$ cat config.mk
export PLATFORM = sky130hd
export DESIGN_NAME = uart_rx_deserializer
export DESIGN_NICKNAME = d
export VERILOG_FILES = /design/src/rtl/uart_rx_deserializer.sv
export SDC_FILE = /design/constraint.sdc
export NUM_CORES = 1
export LEC_CHECK = 0
export CAP_MARGIN = 20
export CORE_MARGIN = 2
export CORE_UTILIZATION = 59
export CTS_BUF_LIST = sky130_fd_sc_hd__clkbuf_16
export DETAILED_ROUTE_END_ITERATION = 10
export GPL_ROUTABILITY_DRIVEN = 0
export HOLD_SLACK_MARGIN = 0.12
export PLACE_DENSITY = 0.84
export RECOVER_POWER = 25
export SYNTH_ARGS = -nofsm -noshare
export SYNTH_HDL_FRONTEND = slang
export SYNTH_SLANG_ARGS = --single-unit
export TNS_END_PERCENT = 1
$ cat constraint.sdc
create_clock -name clk -period 3.31 [get_ports clk]
set_clock_uncertainty 0.1 [all_clocks]
set_input_delay 0.8275 -clock clk [delete_from_list [all_inputs] [get_ports clk]]
set_output_delay 0.8275 -clock clk [all_outputs]
set_load 0.05 [all_outputs]
$ cat src/rtl/uart_rx_deserializer.sv
// UART receive front end: synchronises the serial line, qualifies the start bit at
// mid-bit, shifts data in LSB-first and presents the completed word on dout1. It
// also frames the second half of the stop bit with checkstop for the stop-bit checker.
//
// Ports
//   clk         system clock, all flops on posedge
//   reset       asynchronous, active-low reset
//   baudtick    one-clk enable at OVERSAMPLE x baud rate; gates all counting
//   rxin        raw serial line, idle high, asynchronous to clk
//   dout1       last complete received word
//   checkstop   high while the stop-bit window is being checked
//   rxbusy      high whenever a frame is in progress
//   rxdone      one-clk pulse when a frame completes
//   starterror  one-clk pulse when a false start is rejected
module uart_rx_deserializer #(
  parameter int unsigned DATA_BITS  = 8,
  parameter int unsigned OVERSAMPLE = 16
) (
  input  logic                 clk,
  input  logic                 reset,
  input  logic                 baudtick,
  input  logic                 rxin,
  output logic [DATA_BITS-1:0] dout1,
  output logic                 checkstop,
  output logic                 rxbusy,
  output logic                 rxdone,
  output logic                 starterror
);

  localparam int unsigned TickW = $clog2(OVERSAMPLE);
  localparam int unsigned BitW  = $clog2(DATA_BITS + 1);

  localparam logic [TickW-1:0] TickHalfLast = TickW'(OVERSAMPLE / 2 - 1);
  localparam logic [TickW-1:0] TickFullLast = TickW'(OVERSAMPLE - 1);
  localparam logic [BitW-1:0]  BitLast      = BitW'(DATA_BITS - 1);

  typedef enum logic [2:0] {StIdle, StStart, StData, StStopW, StStop} state_e;

  state_e               state_q, state_d;
  logic [TickW-1:0]     tickcnt_q, tickcnt_d;
  logic [BitW-1:0]      bitcnt_q, bitcnt_d;
  logic [DATA_BITS-1:0] shreg_q, shreg_d, shreg_shifted;
  logic [DATA_BITS-1:0] dout1_q, dout1_d;
  logic                 checkstop_q, checkstop_d;
  logic                 rxdone_q, rxdone_d;
  logic                 starterror_q, starterror_d;
  logic                 rx_meta_q, rxs_q;

  // Two-flop synchroniser; flops reset to the idle line level so reset never
  // looks like a start edge.
  always_ff @(posedge clk or negedge reset) begin
    if (!reset) begin
      rx_meta_q <= 1'b1;
      rxs_q     <= 1'b1;
    end else begin
      rx_meta_q <= rxin;
      rxs_q     <= rx_meta_q;
    end
  end

  always_ff @(posedge clk or negedge reset) begin
    if (!reset) begin
      state_q      <= StIdle;
      tickcnt_q    <= '0;
      bitcnt_q     <= '0;
      shreg_q      <= '0;
      dout1_q      <= '0;
      checkstop_q  <= 1'b0;
      rxdone_q     <= 1'b0;
      starterror_q <= 1'b0;
    end else begin
      state_q      <= state_d;
      tickcnt_q    <= tickcnt_d;
      bitcnt_q     <= bitcnt_d;
      shreg_q      <= shreg_d;
      dout1_q      <= dout1_d;
      checkstop_q  <= checkstop_d;
      rxdone_q     <= rxdone_d;
      starterror_q <= starterror_d;
    end
  end

  assign shreg_shifted = {rxs_q, shreg_q[DATA_BITS-1:1]};

  always_comb begin
    state_d      = state_q;
    tickcnt_d    = tickcnt_q;
    bitcnt_d     = bitcnt_q;
    shreg_d      = shreg_q;
    dout1_d      = dout1_q;
    checkstop_d  = checkstop_q;
    rxdone_d     = 1'b0;
    starterror_d = 1'b0;

    if (baudtick) begin
      unique case (state_q)
        StIdle: begin
          if (!rxs_q) begin
            state_d   = StStart;
            tickcnt_d = '0;
          end
        end
        StStart: begin
          if (tickcnt_q == TickHalfLast) begin
            tickcnt_d = '0;
            if (!rxs_q) begin
              state_d  = StData;
              bitcnt_d = '0;
            end else begin
              // Line went back high before mid start bit: treat as a glitch.
              state_d      = StIdle;
              starterror_d = 1'b1;
            end
          end else begin
            tickcnt_d = tickcnt_q + TickW'(1);
          end
        end
        StData: begin
          if (tickcnt_q == TickFullLast) begin
            shreg_d   = shreg_shifted;
            tickcnt_d = '0;
            bitcnt_d  = bitcnt_q + BitW'(1);
            if (bitcnt_q == BitLast) begin
              dout1_d = shreg_shifted;
              state_d = StStopW;
            end
          end else begin
            tickcnt_d = tickcnt_q + TickW'(1);
          end
        end
        StStopW: begin
          if (tickcnt_q == TickFullLast) begin
            state_d     = StStop;
            tickcnt_d   = '0;
            checkstop_d = 1'b1;
          end else begin
            tickcnt_d = tickcnt_q + TickW'(1);
          end
        end
        StStop: begin
          if (tickcnt_q == TickHalfLast) begin
            state_d     = StIdle;
            tickcnt_d   = '0;
            checkstop_d = 1'b0;
            rxdone_d    = 1'b1;
          end else begin
            tickcnt_d = tickcnt_q + TickW'(1);
          end
        end
        default: state_d = StIdle;
      endcase
    end
  end

  assign dout1      = dout1_q;
  assign checkstop  = checkstop_q;
  assign rxbusy     = (state_q != StIdle);
  assign rxdone     = rxdone_q;
  assign starterror = starterror_q;

endmodule

==> flow_metrics.py <==
metrics = {
    "synth": {
        "synth_edf_count": 0,
        "yosysMostFrequentCell": "dfrtp_1",
        "netlist_area_sq_mm": 0.00144,
        "synth_area_leaders": "dfrtp_1 50%, mux2_2 14%, dfstp_2 3.6%",
        "seq_area_frac_synth_pct": 53.9,
        "synth_fp_nets": 131,
        "yosys_warnings": 0,
        "yosys.area.top_type": "dfrtp_1",
        "ys.flop_type": "dfrtp_1",
        "yosysUniqueCellTypes": 34,
        "ys_ff_latch": 31,
        "synth_top_area_share_pct": 50.3,
        "yosys-top-cells-count": "29 x dfrtp_1, 18 x mux2_2, 10 x nand2_1",
        "synth_area_per_cell_sq_um": 11.6,
        "synthCells": 125,
        "synthArstFlopShare_pct": 100,
    },
    "detailed_routing": {
        "first_iter_violations": 13,
        "drc_errors": 0,
        "antenna_left": 0,
        "first_pass_iters": 4,
        "wirelength_microns": 2580,
        "via_per_inst": 5.86,
        "vias": 1008,
        "wl_per_cell_microns": 15.0,
    },
    "power": {
        "p_comb_share_pct": 23.6,
        "pwr-share-clk_pct": 37.8,
        "powerDensity_mw_per_mm2": 749,
        "p_switching_w": 0.000394,
        "p_leak_nw": 0.784,
        "seq_power_share_pct": 38.6,
        "ir_worst_vdd_mv": 0.697,
        "swShare_pct": 29.7,
        "p_int_w": 0.000932,
    },
    "global_routing": {
        "grt_util_met1_pct": 27.7,
        "grtUsageTotal_pct": 21.7,
        "grt_antenna_before_repair": 0,
        "grt.met3_usage_pct": 9.89,
        "grt_max_degree": 32,
        "use_met2_pct": 30.9,
        "grt-busiest-layer": "met2",
        "grt_pass1_wl_microns": 4180,
        "first_global_vias": 926,
        "grt_remaining_overflow": 0,
    },
    "cells_and_area": {
        "drive_gt1_share_pct": 22.9,
        "syn_to_final_growth_pct": 22.6,
        "fin_nets": 149,
        "fillers": 157,
        "n_antenna_cell": 0,
    },
    "sta": {
        "drv_slew": 32,
        "fin_crit_ns": 2.89,
        "hold_violations": 0,
        "rsz0062_at_grt": "false",
        "finalSetupViolCount": 0,
        "fin_crit_sh_pct": 87.4,
        "fmax_mhz": 346,
        "relSlewSlack_pct": -7.08,
        "tns_ns": 0,
        "worst_pin_slew_ns": 1.61,
        "worst_slack_ns": 0.418,
    },
    "worst_setup_path": {
        "cp-end-kind": "output pin",
        "crit_path_start_kind": "flop",
        "critical_path.max_fanout": 18,
        "critPathRequiredTime_ns": 2.38,
        "cp_data_arrival_time_ns": 1.96,
        "crit_type": "reg2out",
    },
    "hold_path": {
        "min_path_type": "reg2reg",
    },
    "flow_run": {
        "max_cap_violations": 1,
    },
    "cts": {
        "postCtsSetupRepairBufs": 0,
        "cts_resized": 0,
        "clkLatencyLatePin_ns": 0.27,
        "cts_buffers": 5,
        "cts.sinks": 31,
        "cts-hold-fix-buffers": 0,
        "cts_tree": "done",
        "root_buffer": "clkbuf_16",
        "htree_num_levels": 2,
        "cts_buffer_depth": 2,
        "clkTransAtPathRegs_ns": 0.05,
    },
    "floorplan": {
        "die-width_microns": 53.5,
        "io_pins": 16,
        "start_util_pct": 64.0,
        "rows": 17,
        "core_area_sq_mm": 0.00225,
        "dieArea_sq_mm": 0.00286,
        "die_h_microns": 53.5,
    },
    "run_status": {
        "outcome": "finished with violations",
        "violations": "max-capacitance violations, max-slew violations",
    },
    "placed_design": {
        "dpl_worst_slack_ns": 0.491,
        "hpwl_microns": 1630,
        "port_buffers": 15,
    },
}
## flip-flops by register name (all words and copies together), names as in the netlist
name	flops
rxdone	1
checkstop	1
bitcnt_q	4
tickcnt_q	4
starterror	1
state_q	3
rx_meta_q	1
rxs_q	1
dout1	8
shreg_q	7
## area by class of cell
| type | instances | area, sq um | share of cell area (%) |
|---|---|---|---|
| flip-flops and latches | 31 | 778 | 44.0 |
| multi-input cells | 85 | 613 | 34.6 |
| repair buffers | 19 | 176 | 9.96 |
| inverters | 1 | 3.75 | 0.212 |
| well taps | 28 | 35.0 | 1.98 |
| clock buffers | 5 | 125 | 7.07 |
| clock inverters | 3 | 38.8 | 2.19 |
## logic make-up (layout without fill, tap and decap cells)
logic type,Yosys count,in the layout,synth area share (%)
and+or+nand+nor,44,44,17.2
adders and majority gates,2,2,1.73
DFF,31,31,53.9
buffers and inverters,9,28,3.64
muxes,20,20,15.4
AOI/OAI and AO/OA,19,19,8.15
## critical path: stages (launching register included)
cell and delay (ns):
dfrtp_1 0.54, or3_1 0.44, clkdlybuf4s50_1 0.71
## metal layers
metal,vias to the layer above,wire length (microns)
met5,-,0
met4,0,38
met3,5,132
met2,18,1210
met1,494,1200
li1,491,-
## per-stage QoR
stage / util, % / std cells / instance area, sq um / power [W] / hold WS (ns)
2_1_floorplan: - / 125 / 1440 / 0.000748 / 0.245
3_3_place_gp: 71.4 / 164 / 1610 / 0.000809 / 0.248
3_5_place_dp: 71.4 / 164 / 1610 / 0.000827 / 0.250
4_1_cts: 78.7 / 172 / 1770 / 0.00133 / 0.257
5_1_grt: 78.5 / 172 / 1770 / 0.00140 / 0.262
6_report: 78.5 / 172 / 1770 / 0.00133 / 0.255
## final timing paths
check | cells past startpoint | slack, ns | start | to
min | 0 | 0.26 | rx_meta_q$_DFF_PN1_ | rxs_q$_DFF_PN1_
min reg2reg | 0 | 0.26 | rx_meta_q$_DFF_PN1_ | rxs_q$_DFF_PN1_
max reg2reg | 4 | 1.00 | state_q[1]$_DFFE_PN0P_ | dout1[5]$_DFFE_PN0P_
max | 2 | 0.42 | state_q[1]$_DFFE_PN0P_ | rxbusy
max in group asynchronous | 2 | 0.78 | reset | shreg_q[6]$_DFFE_PN0P_
min in group asynchronous | 2 | 1.39 | reset | tickcnt_q[2]$_DFFE_PN0P_
## power groups by stage
stage	combinational (W)	clock [W]	sequential, W
4_1_cts	0.000314	0.000510	0.000511
3_3_place_gp	0.000298	0	0.000511
6_report	0.000313	0.000501	0.000512
2_1_floorplan	0.000245	0	0.000503
3_5_place_dp	0.000310	0	0.000517
5_1_grt	0.000350	0.000529	0.000522
## cells in the final DEF (no fill, tap or decap), drive strengths merged, types with 2 or more instances in the layout
cell,instances
a41oi,2
nor2,8
dlygate4sd3,2
clkbuf,6
dfstp,2
nor3,2
a211o,2
nand3,4
mux2,18
nand4,3
nand2b,3
buf,3
mux2i,2
or4b,2
o21ai,7
nand2,10
clkinv,2
nand3b,2
a21oi,5
dfrtp,29
clkdlybuf4s50,13
ha,2
nor4,3
(Power assumes the default switching activity.)
